<file path="src/rtl/ir_half_writer.sv">
// ir_half_writer: stores a 16-bit word into byte-wide memory as two
// consecutive single-byte writes at addr and addr+1. Each byte is held on the
// bus until the memory acknowledges it, so any number of wait states is
// tolerated.
//
// Parameters
//   ADDR_W     memory address width
//   LOW_FIRST  1: data[7:0] at addr, data[15:8] at addr+1
//              0: data[15:8] at addr, data[7:0] at addr+1
// Ports
//   clk_i        clock, rising edge
//   rst_i        synchronous active-high reset
//   start_i      request, sampled only while ready_o is 1
//   addr_i       base byte address, captured with start_i
//   data_i       word to store, captured with start_i
//   mem_ack_i    memory accepted the current byte this cycle
//   mem_addr_o   byte address presented to memory
//   mem_data_o   byte presented to memory
//   mem_we_o     write strobe, high while a byte is pending
//   ready_o      block can accept start_i this cycle
//   done_o       one-cycle pulse after both bytes are written
module ir_half_writer #(
    parameter int unsigned ADDR_W    = 8,
    parameter bit          LOW_FIRST = 1'b1
) (
    input  logic              clk_i,
    input  logic              rst_i,
    input  logic              start_i,
    input  logic [ADDR_W-1:0] addr_i,
    input  logic [15:0]       data_i,
    input  logic              mem_ack_i,
    output logic [ADDR_W-1:0] mem_addr_o,
    output logic [7:0]        mem_data_o,
    output logic              mem_we_o,
    output logic              ready_o,
    output logic              done_o
);

    localparam int unsigned DATA_W = 16;
    localparam int unsigned BYTE_W = 8;

    typedef enum logic [1:0] {
        ST_IDLE   = 2'd0,
        ST_FIRST  = 2'd1,
        ST_SECOND = 2'd2,
        ST_DONE   = 2'd3
    } state_e;

    state_e              state_q, state_d;
    logic [ADDR_W-1:0]   base_q, base_d;
    logic [DATA_W-1:0]   word_q, word_d;
    logic [ADDR_W-1:0]   mem_addr_q, mem_addr_d;
    logic [BYTE_W-1:0]   mem_data_q, mem_data_d;
    logic                mem_we_q, mem_we_d;
    logic                ready_q, ready_d;
    logic                done_q, done_d;

    // Byte selection: the first byte comes straight from the incoming word so
    // it can be on the bus the cycle after start; the second from the capture.
    logic [BYTE_W-1:0]   first_byte_c;
    logic [BYTE_W-1:0]   second_byte_c;

    assign first_byte_c  = LOW_FIRST ? data_i[7:0]  : data_i[15:8];
    assign second_byte_c = LOW_FIRST ? word_q[15:8] : word_q[7:0];

    // State and registered outputs
    always_ff @(posedge clk_i) begin
        if (rst_i) begin
            state_q    <= ST_IDLE;
            base_q     <= '0;
            word_q     <= '0;
            mem_addr_q <= '0;
            mem_data_q <= '0;
            mem_we_q   <= 1'b0;
            ready_q    <= 1'b1;
            done_q     <= 1'b0;
        end else begin
            state_q    <= state_d;
            base_q     <= base_d;
            word_q     <= word_d;
            mem_addr_q <= mem_addr_d;
            mem_data_q <= mem_data_d;
            mem_we_q   <= mem_we_d;
            ready_q    <= ready_d;
            done_q     <= done_d;
        end
    end

    // Next state and next registered outputs
    always_comb begin
        state_d    = state_q;
        base_d     = base_q;
        word_d     = word_q;
        mem_addr_d = mem_addr_q;
        mem_data_d = mem_data_q;
        mem_we_d   = 1'b0;
        ready_d    = 1'b0;
        done_d     = 1'b0;

        unique case (state_q)
            ST_IDLE, ST_DONE: begin
                if (start_i) begin
                    base_d     = addr_i;
                    word_d     = data_i;
                    mem_addr_d = addr_i;
                    mem_data_d = first_byte_c;
                    mem_we_d   = 1'b1;
                    state_d    = ST_FIRST;
                end else begin
                    ready_d    = 1'b1;
                    state_d    = ST_IDLE;
                end
            end
            ST_FIRST: begin
                mem_we_d = 1'b1;
                if (mem_ack_i) begin
                    // Address wraps modulo 2^ADDR_W by construction
                    mem_addr_d = base_q + ADDR_W'(1);
                    mem_data_d = second_byte_c;
                    state_d    = ST_SECOND;
                end
            end
            ST_SECOND: begin
                if (mem_ack_i) begin
                    done_d  = 1'b1;
                    ready_d = 1'b1;
                    state_d = ST_DONE;
                end else begin
                    mem_we_d = 1'b1;
                end
            end
            default: begin
                state_d = ST_IDLE;
                ready_d = 1'b1;
            end
        endcase
    end

    assign mem_addr_o = mem_addr_q;
    assign mem_data_o = mem_data_q;
    assign mem_we_o   = mem_we_q;
    assign ready_o    = ready_q;
    assign done_o     = done_q;

endmodule

</file>
<file path="config.mk">
export PLATFORM = sky130hd
export DESIGN_NAME = ir_half_writer
export DESIGN_NICKNAME = d
export VERILOG_FILES = /design/src/rtl/ir_half_writer.sv
export SDC_FILE = /design/constraint.sdc
export NUM_CORES = 1
export LEC_CHECK = 0
export CAP_MARGIN = 20
export CORE_ASPECT_RATIO = 1.4
export CORE_MARGIN = 1.5
export CORE_UTILIZATION = 45
export CTS_BUF_LIST = sky130_fd_sc_hd__clkbuf_16
export CTS_CLUSTER_DIAMETER = 40
export DETAILED_ROUTE_END_ITERATION = 16
export PLACE_DENSITY = 0.76
export SYNTH_ARGS = -nofsm -noshare
export SYNTH_HDL_FRONTEND = slang
export SYNTH_SLANG_ARGS = --single-unit
</file>
<file path="constraint.sdc">
create_clock -name clk_i -period 3.6 [get_ports clk_i]
set_clock_uncertainty 0.2 [all_clocks]
set_input_delay 0.36 -clock clk_i [delete_from_list [all_inputs] [get_ports clk_i]]
set_output_delay 0.36 -clock clk_i [all_outputs]
set_load 0.03 [all_outputs]
</file>
==> flow_summary.yaml <==
logic_synthesis:
  synth.area.top_cells: "dfxtp_1, nand2_1, a21oi_1"
  synth.largest_area_cell: "dfxtp_1"
  syn_nets: 227
  syn_area_um2: 1630
  ys.flop_type: "dfxtp_1"
  async_flop_share_pct: 0
  yosysTopAreaCellShare_pct: 45.4
  synth-simple-area-share_pct: 21.8
  synth_top_family_by_area: "simple AND/OR/NAND/NOR gates"
  synthDistinctLibCells: 34
  synthXorXnorAreaFrac_pct: 1.61
  yosys_warnings: 0
  postSynthCellCount: 196
  synth_compound_area_share_pct: 17.9
  synth_edf_count: 0
  synth_fa_ha_area_share_pct: 2.30
  ys_seq_area_share_pct: 45.4
  postSynthAreaPerCell_um2: 8.32
  synthMuxAreaShare_pct: 6.14
  synth-seq-cells: 37
grt:
  grt_overflow: 0
  grt_pass1_wl_um: 5880
  grt.total_usage_pct: 20.3
  antenna_found_initial: 0
  grt_use_met3_pct: 4.42
  met1_usage_pct: 23.5
  grt_pass1_vias: 1333
  met2_usage_pct: 34.6
  grt.busiest_layer: "met2"
  grt_max_degree: 35
floorplan:
  core_um2: 3410
  dieArea_um2: 4000
  die-height_um: 74.2
  rows: 25
  die_w_um: 53.9
  start_util_pct: 47.8
  ioPinCount: 47
power_and_ir_drop:
  p_total_mw: 2.10
  vdd_drop_max_uv: 607
  seqPwrFrac_pct: 29.7
  power_density_nw_per_um2: 921
  internal_power_mw: 1.27
  p_sw_share_pct: 39.6
  pwr-share-clk_pct: 23.8
  leakage_nw: 0.839
  power.switching_mw: 0.830
  comb_power_share_pct: 46.6
clocking:
  cts_setup_buffers: 0
  ctsRootBufferMaster: "clkbuf_16"
  cts_resized: 0
  clock_path_buffers: 2
  path_clk_slew_ns: 0.06
  numCtsBuffers: 5
  clock_sinks: 37
  cts_tree: "yes"
  htreeDepth: 2
  clk_latency_ns: 0.28
  holdBufCountCts: 0
timing:
  relSlewSlack_pct: 54.7
  hold_viol: 0
  grt_setup_unrepaired: "false"
  fin_crit_sh_pct: 61.6
  slew_viol_final: 0
  fmax_ghz: 0.451
  worst-slew-pin-transition_ns: 0.680
  final.min_clock_period_ns: 2.22
  finalSetupViolations: 0
  fin_tns_setup_ns: 0
detailed_routing:
  viasPerCell: 5.25
  wl_um: 3700
  vias: 1471
  wl_per_cell_um: 13.2
  route.detailed.drc: 0
  drt_iter0_markers: 69
  ant_nets: 0
  firstDrtPassIters: 4
setup_path:
  reg2regPathDepth: 6
  endpoint_kind: "flop"
  rr_endpoint: "mem_addr_o[4]$_SDFFE_PP0P_"
  path_delay_family: "simple AND/OR/NAND/NOR gates"
  crit_slowest_cell: "or3_1"
  cp_max_fo: 12
  cp_num_buf_inv: 1
  critPathLaunchType: "flop"
  required_ns: 3.61
  crit_chain: "inv_1, ha_1, nor2_1, or3_1, a211o_1, a21oi_1"
  crit_arrival_ns: 2.23
  reg2reg_from: "state_q[1]$_SDFFE_PP0P_"
  reg2reg_slack_ns: 1.38
  slowest_delay_ns: 0.51
  path_class: "reg2reg"
layout:
  nets: 270
  final_common_cell: "clkdlybuf4s50_1"
  ff_latch_area_um2: 741
  multi_input_area_um2: 811
  layout_common_cells: "clkdlybuf4s50_1, nand2_1, dfxtp_1, a21oi_1, nor2_1"
  drive_gt1_share_pct: 5.42
  insertedDiodeCount: 0
  area_growth_pct: 39.5
  fillers: 291
placed_design:
  routabilityCongestion: 0.796
  hpwl_um: 2510
  io_buffer_count: 46
run:
  cap_violations: 0
worst_hold_path:
  min_path_type: "reg2reg"
  hold_end: "mem_addr_o[2]$_SDFFE_PP0P_"
  min_from: "mem_addr_o[2]$_SDFFE_PP0P_"
  whs_path_depth: 2
status:
  outcome: "completed"
## power groups by stage
stage | clock (mW) | combinational, mW | sequential, mW
after floorplan | 0 | 0.528 | 0.782
after global placement | 0 | 0.964 | 0.627
after detailed placement | 0 | 0.978 | 0.631
after CTS | 0.507 | 0.982 | 0.622
after global routing | 0.521 | 1.07 | 0.638
final | 0.498 | 0.975 | 0.622
## layout make-up
cell class | count | share of cell area [%]
clock buffers | 5 | 5.50
clock inverters | 3 | 2.04
inverters | 5 | 0.825
multi-input cells | 141 | 35.6
flip-flops and latches | 37 | 32.6
well taps | 40 | 2.20
repair buffers | 49 | 21.2
## synth_stat cells, types with 2 or more instances
master / n
dfxtp_1: 37
xor2_1: 2
ha_1: 3
clkbuf_1: 9
mux2i_1: 10
nor3_1: 2
and3_1: 2
a211oi_1: 11
a21oi_1: 20
buf_2: 3
or3_1: 3
a211o_1: 2
nand2_1: 41
nand2b_1: 2
inv_1: 5
nor2_1: 16
nor2b_1: 2
o21ai_0: 5
nand3_1: 6
## registers in the layout, indices dropped and copies added (netlist names)
| signal | count |
|---|---|
| done_o | 1 |
| mem_we_o | 1 |
| base_q | 8 |
| mem_addr_o | 8 |
| state_q | 2 |
| mem_data_o | 8 |
| ready_o | 1 |
| word_q | 8 |
## routing by layer
layer	share of wire, %	vias to the layer above
li1	-	763
met1	43	670
met2	51	30
met3	3.7	8
met4	2.4	0
met5	0	-
## how the worst max path moves through the flow
stage	start	end	depth (start not counted)
2_1_floorplan	state_q[0]$_SDFFE_PP0P_	mem_addr_o[3]$_SDFFE_PP0P_	7
3_3_place_gp	mem_ack_i	mem_addr_o[4]$_SDFFE_PP0P_	5
3_5_place_dp	state_q[1]$_SDFFE_PP0P_	mem_addr_o[4]$_SDFFE_PP0P_	6
4_1_cts	state_q[1]$_SDFFE_PP0P_	mem_addr_o[4]$_SDFFE_PP0P_	6
5_1_grt	state_q[1]$_SDFFE_PP0P_	mem_addr_o[6]$_SDFFE_PP0P_	5
6_report	state_q[1]$_SDFFE_PP0P_	mem_addr_o[4]$_SDFFE_PP0P_	6
## kinds of logic after synthesis
| family | Yosys count |
|---|---|
| simple gates | 79 |
| compound gates | 46 |
| flops | 37 |
| buf+inv | 18 |
| mux | 10 |
| xor+xnor | 3 |
| fa+ha+maj | 3 |
## worst reg2reg max path, stage by stage, from the launching register on
cell and delay (ns):
dfxtp_1 0.32, inv_1 0.06, ha_1 0.50, nor2_1 0.18, or3_1 0.51, a211o_1 0.27, a21oi_1 0.11
## through the flow
step | utilization, % | instance area [µm²] | setup slack (ns) | std cells | hold WS, ns
final | 66.7 | 2270 | 1.38 | 280 | 0.253
after global routing | 66.7 | 2270 | 1.15 | 280 | 0.267
after CTS | 66.7 | 2270 | 1.38 | 280 | 0.254
after detailed placement | 61.7 | 2100 | 1.36 | 272 | 0.246
after global placement | 61.7 | 2100 | 1.41 | 272 | 0.242
after floorplan | - | 1630 | 1.70 | 196 | 0.236
Note: power is estimated with default switching activity, not from simulation.
